[src/rtl/ps2_key_event_queue.sv]
// ps2_key_event_queue
//   Sits between the PS/2 byte receiver and the scan-code-to-ASCII stage.
//   It strips the E0/F0 prefixes from raw set-2 bytes and tracks the left and
//   right shift keys. Key-press (make) events are queued in a small
//   first-word-fall-through FIFO that the consumer drains with a valid/ready
//   handshake.
//
//   Optional feature macro: BREAK_EVENTS_EN
//     When defined, non-shift key releases are queued as well, with
//     evt_break=1, and each FIFO entry carries one extra bit.
//     When undefined, only makes are queued and evt_break is tied to 0.
//
// Ports
//   clk          system clock
//   reset        synchronous, active-high reset
//   code_valid   one-cycle strobe: code holds a new byte
//   code         raw scan-code byte
//   evt_ready    consumer takes the head event this cycle
//   evt_valid    FIFO non-empty, head event presented
//   evt_code     head event scan code (prefixes stripped)
//   evt_extended head event was E0-prefixed
//   evt_shift    shift state when the head event's byte arrived
//   evt_break    head event is a release (only with BREAK_EVENTS_EN)
//   shift_held   live shift state (left or right held)
//   fifo_count   number of queued events, 0..2^DEPTH_LOG2
//   overflow     sticky: an event was dropped because the FIFO was full
module ps2_key_event_queue #(
  parameter int         DEPTH_LOG2  = 3,
  parameter logic [7:0] LSHIFT_CODE = 8'h12,
  parameter logic [7:0] RSHIFT_CODE = 8'h59
) (
  input  logic                  clk,
  input  logic                  reset,
  input  logic                  code_valid,
  input  logic [7:0]            code,
  input  logic                  evt_ready,
  output logic                  evt_valid,
  output logic [7:0]            evt_code,
  output logic                  evt_extended,
  output logic                  evt_shift,
  output logic                  evt_break,
  output logic                  shift_held,
  output logic [DEPTH_LOG2:0]   fifo_count,
  output logic                  overflow
);

  localparam int DEPTH = 1 << DEPTH_LOG2;
  localparam logic [DEPTH_LOG2:0] FULL_COUNT = (DEPTH_LOG2 + 1)'(DEPTH);

`ifdef BREAK_EVENTS_EN
  localparam int ENTRY_W = 11;
`else
  localparam int ENTRY_W = 10;
`endif

  typedef enum logic [1:0] {IDLE, GOT_E0, GOT_F0, GOT_E0F0} dec_state_t;

  dec_state_t              state;
  logic                    lsh, rsh;
  logic                    bad_byte;
  logic                    make_evt, brk_evt, dec_ext;
  logic                    shift_key;
  logic                    push, pop, full, do_push;
  logic [ENTRY_W-1:0]      push_data;
  logic [ENTRY_W-1:0]      head;
  logic [ENTRY_W-1:0]      mem [DEPTH];
  logic [DEPTH_LOG2-1:0]   wr_ptr, rd_ptr;
  logic [DEPTH_LOG2:0]     count;

  // 00 and FF are keyboard error/overrun bytes; they abort any pending prefix.
  assign bad_byte = (code == 8'h00) || (code == 8'hFF);

  // Classify the incoming byte against the current prefix state. A strobe
  // arriving during reset is discarded here so it can't touch the FIFO.
  always_comb begin
    make_evt = 1'b0;
    brk_evt  = 1'b0;
    dec_ext  = 1'b0;
    if (code_valid && !reset && !bad_byte) begin
      case (state)
        IDLE: begin
          if (code != 8'hE0 && code != 8'hF0) make_evt = 1'b1;
        end
        GOT_E0: begin
          if (code != 8'hE0 && code != 8'hF0) begin
            make_evt = 1'b1;
            dec_ext  = 1'b1;
          end
        end
        GOT_F0: begin
          brk_evt = 1'b1;
        end
        GOT_E0F0: begin
          brk_evt = 1'b1;
          dec_ext = 1'b1;
        end
        default: begin
          make_evt = 1'b0;
        end
      endcase
    end
  end

  // Only the plain (non-E0) shift codes count as shift keys; E0-prefixed
  // versions of those codes go through the queue like any other key.
  assign shift_key = !dec_ext && (code == LSHIFT_CODE || code == RSHIFT_CODE);

`ifdef BREAK_EVENTS_EN
  assign push      = (make_evt || brk_evt) && !shift_key;
  assign push_data = {brk_evt, shift_held, dec_ext, code};
`else
  assign push      = make_evt && !shift_key;
  assign push_data = {shift_held, dec_ext, code};
`endif

  // Prefix decoder: moves only on strobed bytes.
  always_ff @(posedge clk) begin
    if (reset) begin
      state <= IDLE;
    end else if (code_valid) begin
      case (state)
        IDLE: begin
          if (code == 8'hE0)      state <= GOT_E0;
          else if (code == 8'hF0) state <= GOT_F0;
          else                    state <= IDLE;
        end
        GOT_E0: begin
          if (code == 8'hF0)      state <= GOT_E0F0;
          else if (code == 8'hE0) state <= GOT_E0;
          else                    state <= IDLE;
        end
        default: begin
          state <= IDLE;
        end
      endcase
    end
  end

  // Shift key latches: a make sets, a break clears.
  always_ff @(posedge clk) begin
    if (reset) begin
      lsh <= 1'b0;
      rsh <= 1'b0;
    end else if ((make_evt || brk_evt) && !dec_ext) begin
      if (code == LSHIFT_CODE) lsh <= make_evt;
      if (code == RSHIFT_CODE) rsh <= make_evt;
    end
  end

  assign shift_held = lsh | rsh;

  assign full    = (count == FULL_COUNT);
  assign pop     = evt_valid && evt_ready;
  // A full FIFO can still accept an entry when the head leaves the same cycle.
  assign do_push = push && (!full || pop);

  // FIFO pointers, occupancy and the sticky overflow flag.
  always_ff @(posedge clk) begin
    if (reset) begin
      wr_ptr   <= '0;
      rd_ptr   <= '0;
      count    <= '0;
      overflow <= 1'b0;
    end else begin
      if (do_push) wr_ptr <= wr_ptr + 1'b1;
      if (pop)     rd_ptr <= rd_ptr + 1'b1;
      if (do_push && !pop)      count <= count + 1'b1;
      else if (!do_push && pop) count <= count - 1'b1;
      if (push && full && !pop) overflow <= 1'b1;
    end
  end

  // Storage needs no reset: nothing is read until count says it's valid.
  always_ff @(posedge clk) begin
    if (do_push) mem[wr_ptr] <= push_data;
  end

  assign head       = mem[rd_ptr];
  assign evt_valid  = (count != '0);
  assign fifo_count = count;

  // Head fields read as zero while empty so the reset values are clean.
  assign evt_code     = evt_valid ? head[7:0] : 8'h00;
  assign evt_extended = evt_valid && head[8];
  assign evt_shift    = evt_valid && head[9];
`ifdef BREAK_EVENTS_EN
  assign evt_break    = evt_valid && head[10];
`else
  assign evt_break    = 1'b0;
`endif

endmodule

[config.mk]
export PLATFORM = sky130hd
export DESIGN_NAME = ps2_key_event_queue
export DESIGN_NICKNAME = d
export VERILOG_FILES = /design/src/rtl/ps2_key_event_queue.sv
export SDC_FILE = /design/constraint.sdc
export NUM_CORES = 1
export LEC_CHECK = 0
export CAP_MARGIN = 10
export CELL_PAD_IN_SITES_DETAIL_PLACEMENT = 0
export CELL_PAD_IN_SITES_GLOBAL_PLACEMENT = 1
export CORE_MARGIN = 1
export CORE_UTILIZATION = 46
export DETAILED_ROUTE_END_ITERATION = 16
export PLACE_DENSITY = 0.85
export SYNTH_ARGS = -nofsm -noshare
export SYNTH_HDL_FRONTEND = slang
export SYNTH_SLANG_ARGS = --single-unit
[constraint.sdc]
create_clock -name clk -period 3.73 [get_ports clk]
set_clock_uncertainty 0.1 [all_clocks]
set_input_delay 0.373 -clock clk [delete_from_list [all_inputs] [get_ports clk]]
set_output_delay 0.373 -clock clk [all_outputs]
set_load 0.05 [all_outputs]
Word-level counts from Yosys, hierarchy flattened
Memories as Yosys holds them, arrays and structs flattened. A register that Yosys moved wholly into a read port is not among the register bits.
Cells that the tools add are included.

word-level totals
  flip-flop bits (word level) = 15
  bits in latches = 0
  bits in writable memories = 80
  ROM bits = 0
  bits of input ports = 12
  output and inout port bits = 18
  memories = 1

operators by class
  add/sub/neg operators = 4
  multipliers = 0
  div/mod/pow operators = 0
  magnitude comparators = 0
  eq/ne operators = 11
  shift operators = 0
  muxes and demuxes = 19
  bitwise gates (word level) = 1
  reductions and logical operators = 33

memories
  name  depth  bits a word  read ports  clocked after memory_dff  write ports  RTL line  source
  mem   8      10           1           1                         1            66        logic [ENTRY_W-1:0] mem [DEPTH];

operators by type and width
  operator                                                               number
  8-bit equality test, second input constant                             3
  8-bit != test, second input constant                                   2
  1-bit logical AND                                                      14
  1-bit two-way mux                                                      9
  8-bit by 5-bit equality test with 1-bit output, second input constant  1
  8-bit by 7-bit equality test with 1-bit output, second input constant  1
  8-bit logical NOT                                                      1
  4-bit two-way mux                                                      2
  8-bit two-way mux                                                      1
  1-bit logical NOT                                                      7
  3-bit by 1-bit adder with 3-bit output, second input constant          2
  2-bit two-way mux                                                      3
  3-bit two-way mux                                                      2
  4-bit by 1-bit adder with 4-bit output, second input constant          1
  2-bit equality test, second input constant                             2
  4-bit equality test, second input constant                             1
  1-bit logical OR                                                       4
  2-bit case mux with 2 select lines                                     1
  2-bit AND reduction                                                    2
  4-bit nonzero test                                                     1
  2-bit OR reduction                                                     2
  4-bit by 1-bit subtractor with 4-bit output, second input constant     1
  2-bit by 1-bit equality test with 1-bit output, second input constant  1
  2-bit logical NOT                                                      1
  3 further kinds                                                        3

Depth between registers and ports, before layout
  depth in word-level cells = 14
  depth in mapped cells = 14
  mapped depth without buffers = 13

Worst setup path before layout
OpenSTA, ideal clock, no wires.

  kind = reg-to-reg
  from = reg count[3] (netlist: fifo_count[3])
  to = reg count[3] (netlist: fifo_count[3])
  library setup time = 70 ps
  arrival time = 2991 ps
  data required time = 3560 ps
  setup slack = 569 ps
  cell stages (with the launch flop) = 14
  path buffers = 1
  period minus slack after synthesis = 3161 ps
  cells stage by stage = dfxtp_1 nand2b_1 nor4_1 nand2b_1 buf_4 inv_1 ha_1 inv_1 ha_1 a21o_1 a21oi_1 xnor2_1 or3_1 a21oi_1

on the way
  cells in the longest elaborated chain, start to end = 7

ends and longest elaborated chain
  element                                                           RTL line  source
  start: declaration                                                68        logic [DEPTH_LOG2:0] count;
  start signal: assignment                                          167       if (do_push && !pop) count <= count + 1'b1;
  start signal: assignment                                          168       else if (!do_push && pop) count <= count - 1'b1;
  4-bit equality test / 4-bit nonzero test (equally long branches)  152, 179
  1-bit logical NOT / 1-bit logical AND (equally long branches)     155, 153
  1-bit logical OR (*)                                              155       assign do_push = push && (!full || pop);
  1-bit logical AND (*)                                             155
  net do_push                                                       63        logic push, pop, full, do_push;
  1-bit logical NOT                                                 168
  1-bit logical AND                                                 168
  2-bit nonzero test (no source line)                               n/a

The timed path passes the listed nets; every way through them passes the cells marked *. The select of a mux whose other input is x is not followed.
A chain may end at the register's enable or synchronous reset.

==> flow_summary.ini <==
[timing]
report.final.hold_viol_count = 0
setup_viol = 0
slew_viol_final = 0
fin_tns_setup_ps = 0
rsz0062_at_grt = false
timing.fmax_ghz = 0.314
worst_pin_slew_ps = 791
timing.final.ws_setup_ps = 544
finalCritPeriodShare = 0.854
relSlewSlack = 0.472
period_minus_slack_ps = 3190

[worst_setup_path]
start_kind = flip-flop
worstPathRequired_ps = 3260
worstSetupPathType = reg -> out
cp_max_fo = 15
reg2reg_from = state[0]$_SDFFE_PP0P_
rr_worst_depth = 13
cp-end-kind = primary output
r2r_end = fifo_count[3]$_SDFFE_PP0P_
arrival_ps = 2710
regToRegSetupSlack_ps = 870

[power]
p_int_mw = 1.92
swShare = 0.365
finalPower_mw = 3.03
clkPwrFrac = 0.210
peakVddDrop_v = 0.000455
combPwrFrac = 0.359
powerDensity_mw_per_mm2 = 630
seq_power_share = 0.431
leakage_nw = 1.62
switchingPower_mw = 1.11

[hold_path]
min_path_cells = 2
worstHoldStart = rd_ptr[1]$_SDFFE_PP0P_
hold_path.class = reg -> reg
min_to = rd_ptr[1]$_SDFFE_PP0P_

[logic_synthesis]
yosysMostFrequentCell = edfxtp_1
syn_area_mm2 = 0.00405
yosysWarnings = 0
synthCells = 241
yosysSeqAreaShare = 0.683
synth_common_cells = edfxtp_1, nor2_1, mux4_2, dfxtp_1, mux2i_1
synth_edf_count = 80
yosysTopAreaCellShare = 0.594
synthTopCellsByArea = edfxtp_1, mux4_2, dfxtp_1
syn-num-nets = 259
avgSynthCellArea_um2 = 16.8
ys_async_sr_fraction = 0
synth.distinct_cells = 41
synth_area_leader_cell = edfxtp_1
yosys_register_bits = 98
synth_flop_cell = edfxtp_1

[detailed_routing]
drt_wl_total_um = 7890
via_count = 2280
dr.pass1.iters = 5
drc = 0
drt_iter0_markers = 107
via_per_inst = 5.62
ant_nets = 0
wire_per_inst_um = 19.4

[final_layout]
area_growth_syn_to_layout_pct = 19.0
diodes = 0
drive_gt1_frac = 0.246
nets = 314
layoutNonFillerInstCount = 406

[run_status]
run_status = complete, no violations

[global_route]
grt_first_pass_wirelength_um = 12400
overflow = 0
grt_max_degree = 21
grt_pass1_vias = 2279
antenna_found_initial = 0
grtUsageTotal = 0.197

[floorplan]
core_area_mm2 = 0.00838
die_y_um = 95.8
dieArea_mm2 = 0.00917
fp.dieW_um = 95.8
start_util = 0.483
io_pins = 30
rows = 33

[cts]
cts-root-buf = clkbuf_8
cts_max_level = 3
cts_tree = done
ctsHoldBuffers = 0
clock_path_buffers = 2
postCtsResizedCells = 0
clkLatencyLatePin_ps = 360
cts_buffers = 9
clk_pin_slew_ps = 100
cts.sinks = 98
post-cts-setup-buffers = 0

[placed_design]
gp_congestion = 0.826
io_buffers = 28
place_ws_ps = 231
hpwl_um = 5380
place_inst = 390

[run]
cap_violations = 0
-- cell type report --
class	count	area [µm²]
clock buffer	9	124
clock inverter	7	58.8
fill	671	3570
inverter	8	30.0
multi-input combinational	125	1230
sequential	98	2760
tap	105	131
timing repair buffer	54	475
-- worst max-delay path by stage --
| stage | startpoint | end |
|---|---|---|
| after floorplan | fifo_count[3]$_SDFFE_PP0P_ | fifo_count[3]$_SDFFE_PP0P_ |
| after global placement | code[0] | fifo_count[3]$_SDFFE_PP0P_ |
| after detailed placement | code[3] | fifo_count[3]$_SDFFE_PP0P_ |
| after CTS | flip-flop | evt_code[3] |
| after global routing | flip-flop | evt_code[3] |
| final | flip-flop | evt_code[3] |
-- kinds of logic after synthesis --
family | Yosys count | share of synthesized area
AOI/OAI and AO/OA | 20 | 0.0331
xor gates and xnor gates | 5 | 0.0108
adders and majority gates | 6 | 0.0204
buffers and inverters | 18 | 0.0192
DFF | 98 | 0.683
muxes | 33 | 0.144
other | 1 | 0.000927
and+or+nand+nor | 60 | 0.0891
-- metrics by stage --
step | util | hold WS (ps) | instance area [µm²]
after floorplan | - | 342 | 4050
after global placement | 0.552 | 374 | 4630
final | 0.574 | 408 | 4810
after global routing | 0.574 | 441 | 4810
after CTS | 0.574 | 404 | 4810
after detailed placement | 0.552 | 389 | 4630
-- cells in the final DEF (no fill, tap or decap), drive strengths merged, types with 3 or more instances in the layout --
cell type	n
mux4	20
nand2	5
dfxtp	18
a21oi	8
edfxtp	80
clkbuf	9
mux2i	13
ha	5
nor2	22
buf	26
nand2b	3
xor2	3
clkdlybuf4s50	28
nor4b	5
inv	13
nor4	8
o21ai	4
nand3	5
-- power by group through the flow --
| stage | Sequential, mW | Combinational [mW] | Clock [mW] |
|---|---|---|---|
| floorplan | 1.36 | 0.707 | 0 |
| global placement | 1.33 | 1.08 | 0 |
| detailed placement | 1.33 | 1.10 | 0 |
| CTS | 1.31 | 1.11 | 0.648 |
| global route | 1.31 | 1.17 | 0.692 |
| finish | 1.31 | 1.09 | 0.637 |
-- sequential cells by signal, indices dropped and copies added (netlist names), named ones only --
register,count
fifo_count,4
rd_ptr,3
wr_ptr,3
mem,80
state,2
lsh,1
rsh,1
overflow,1
-- per-layer routing --
layer | track usage | up-vias | share of wire
met3 | 0.0395 | 13 | 0.052
met2 | 0.329 | 75 | 0.51
met5 | 0 | - | 0
met4 | 0.0796 | 0 | 0.019
li1 | - | 1061 | -
met1 | 0.252 | 1131 | 0.42
-- critical path, stage by stage (launching register included) --
cell,delay [ps]
dfxtp_1,840
buf_4,260
mux4_2,310
mux2i_1,190
nor2_1,60
clkdlybuf4s50_1,690
(Power assumes the default switching activity.)
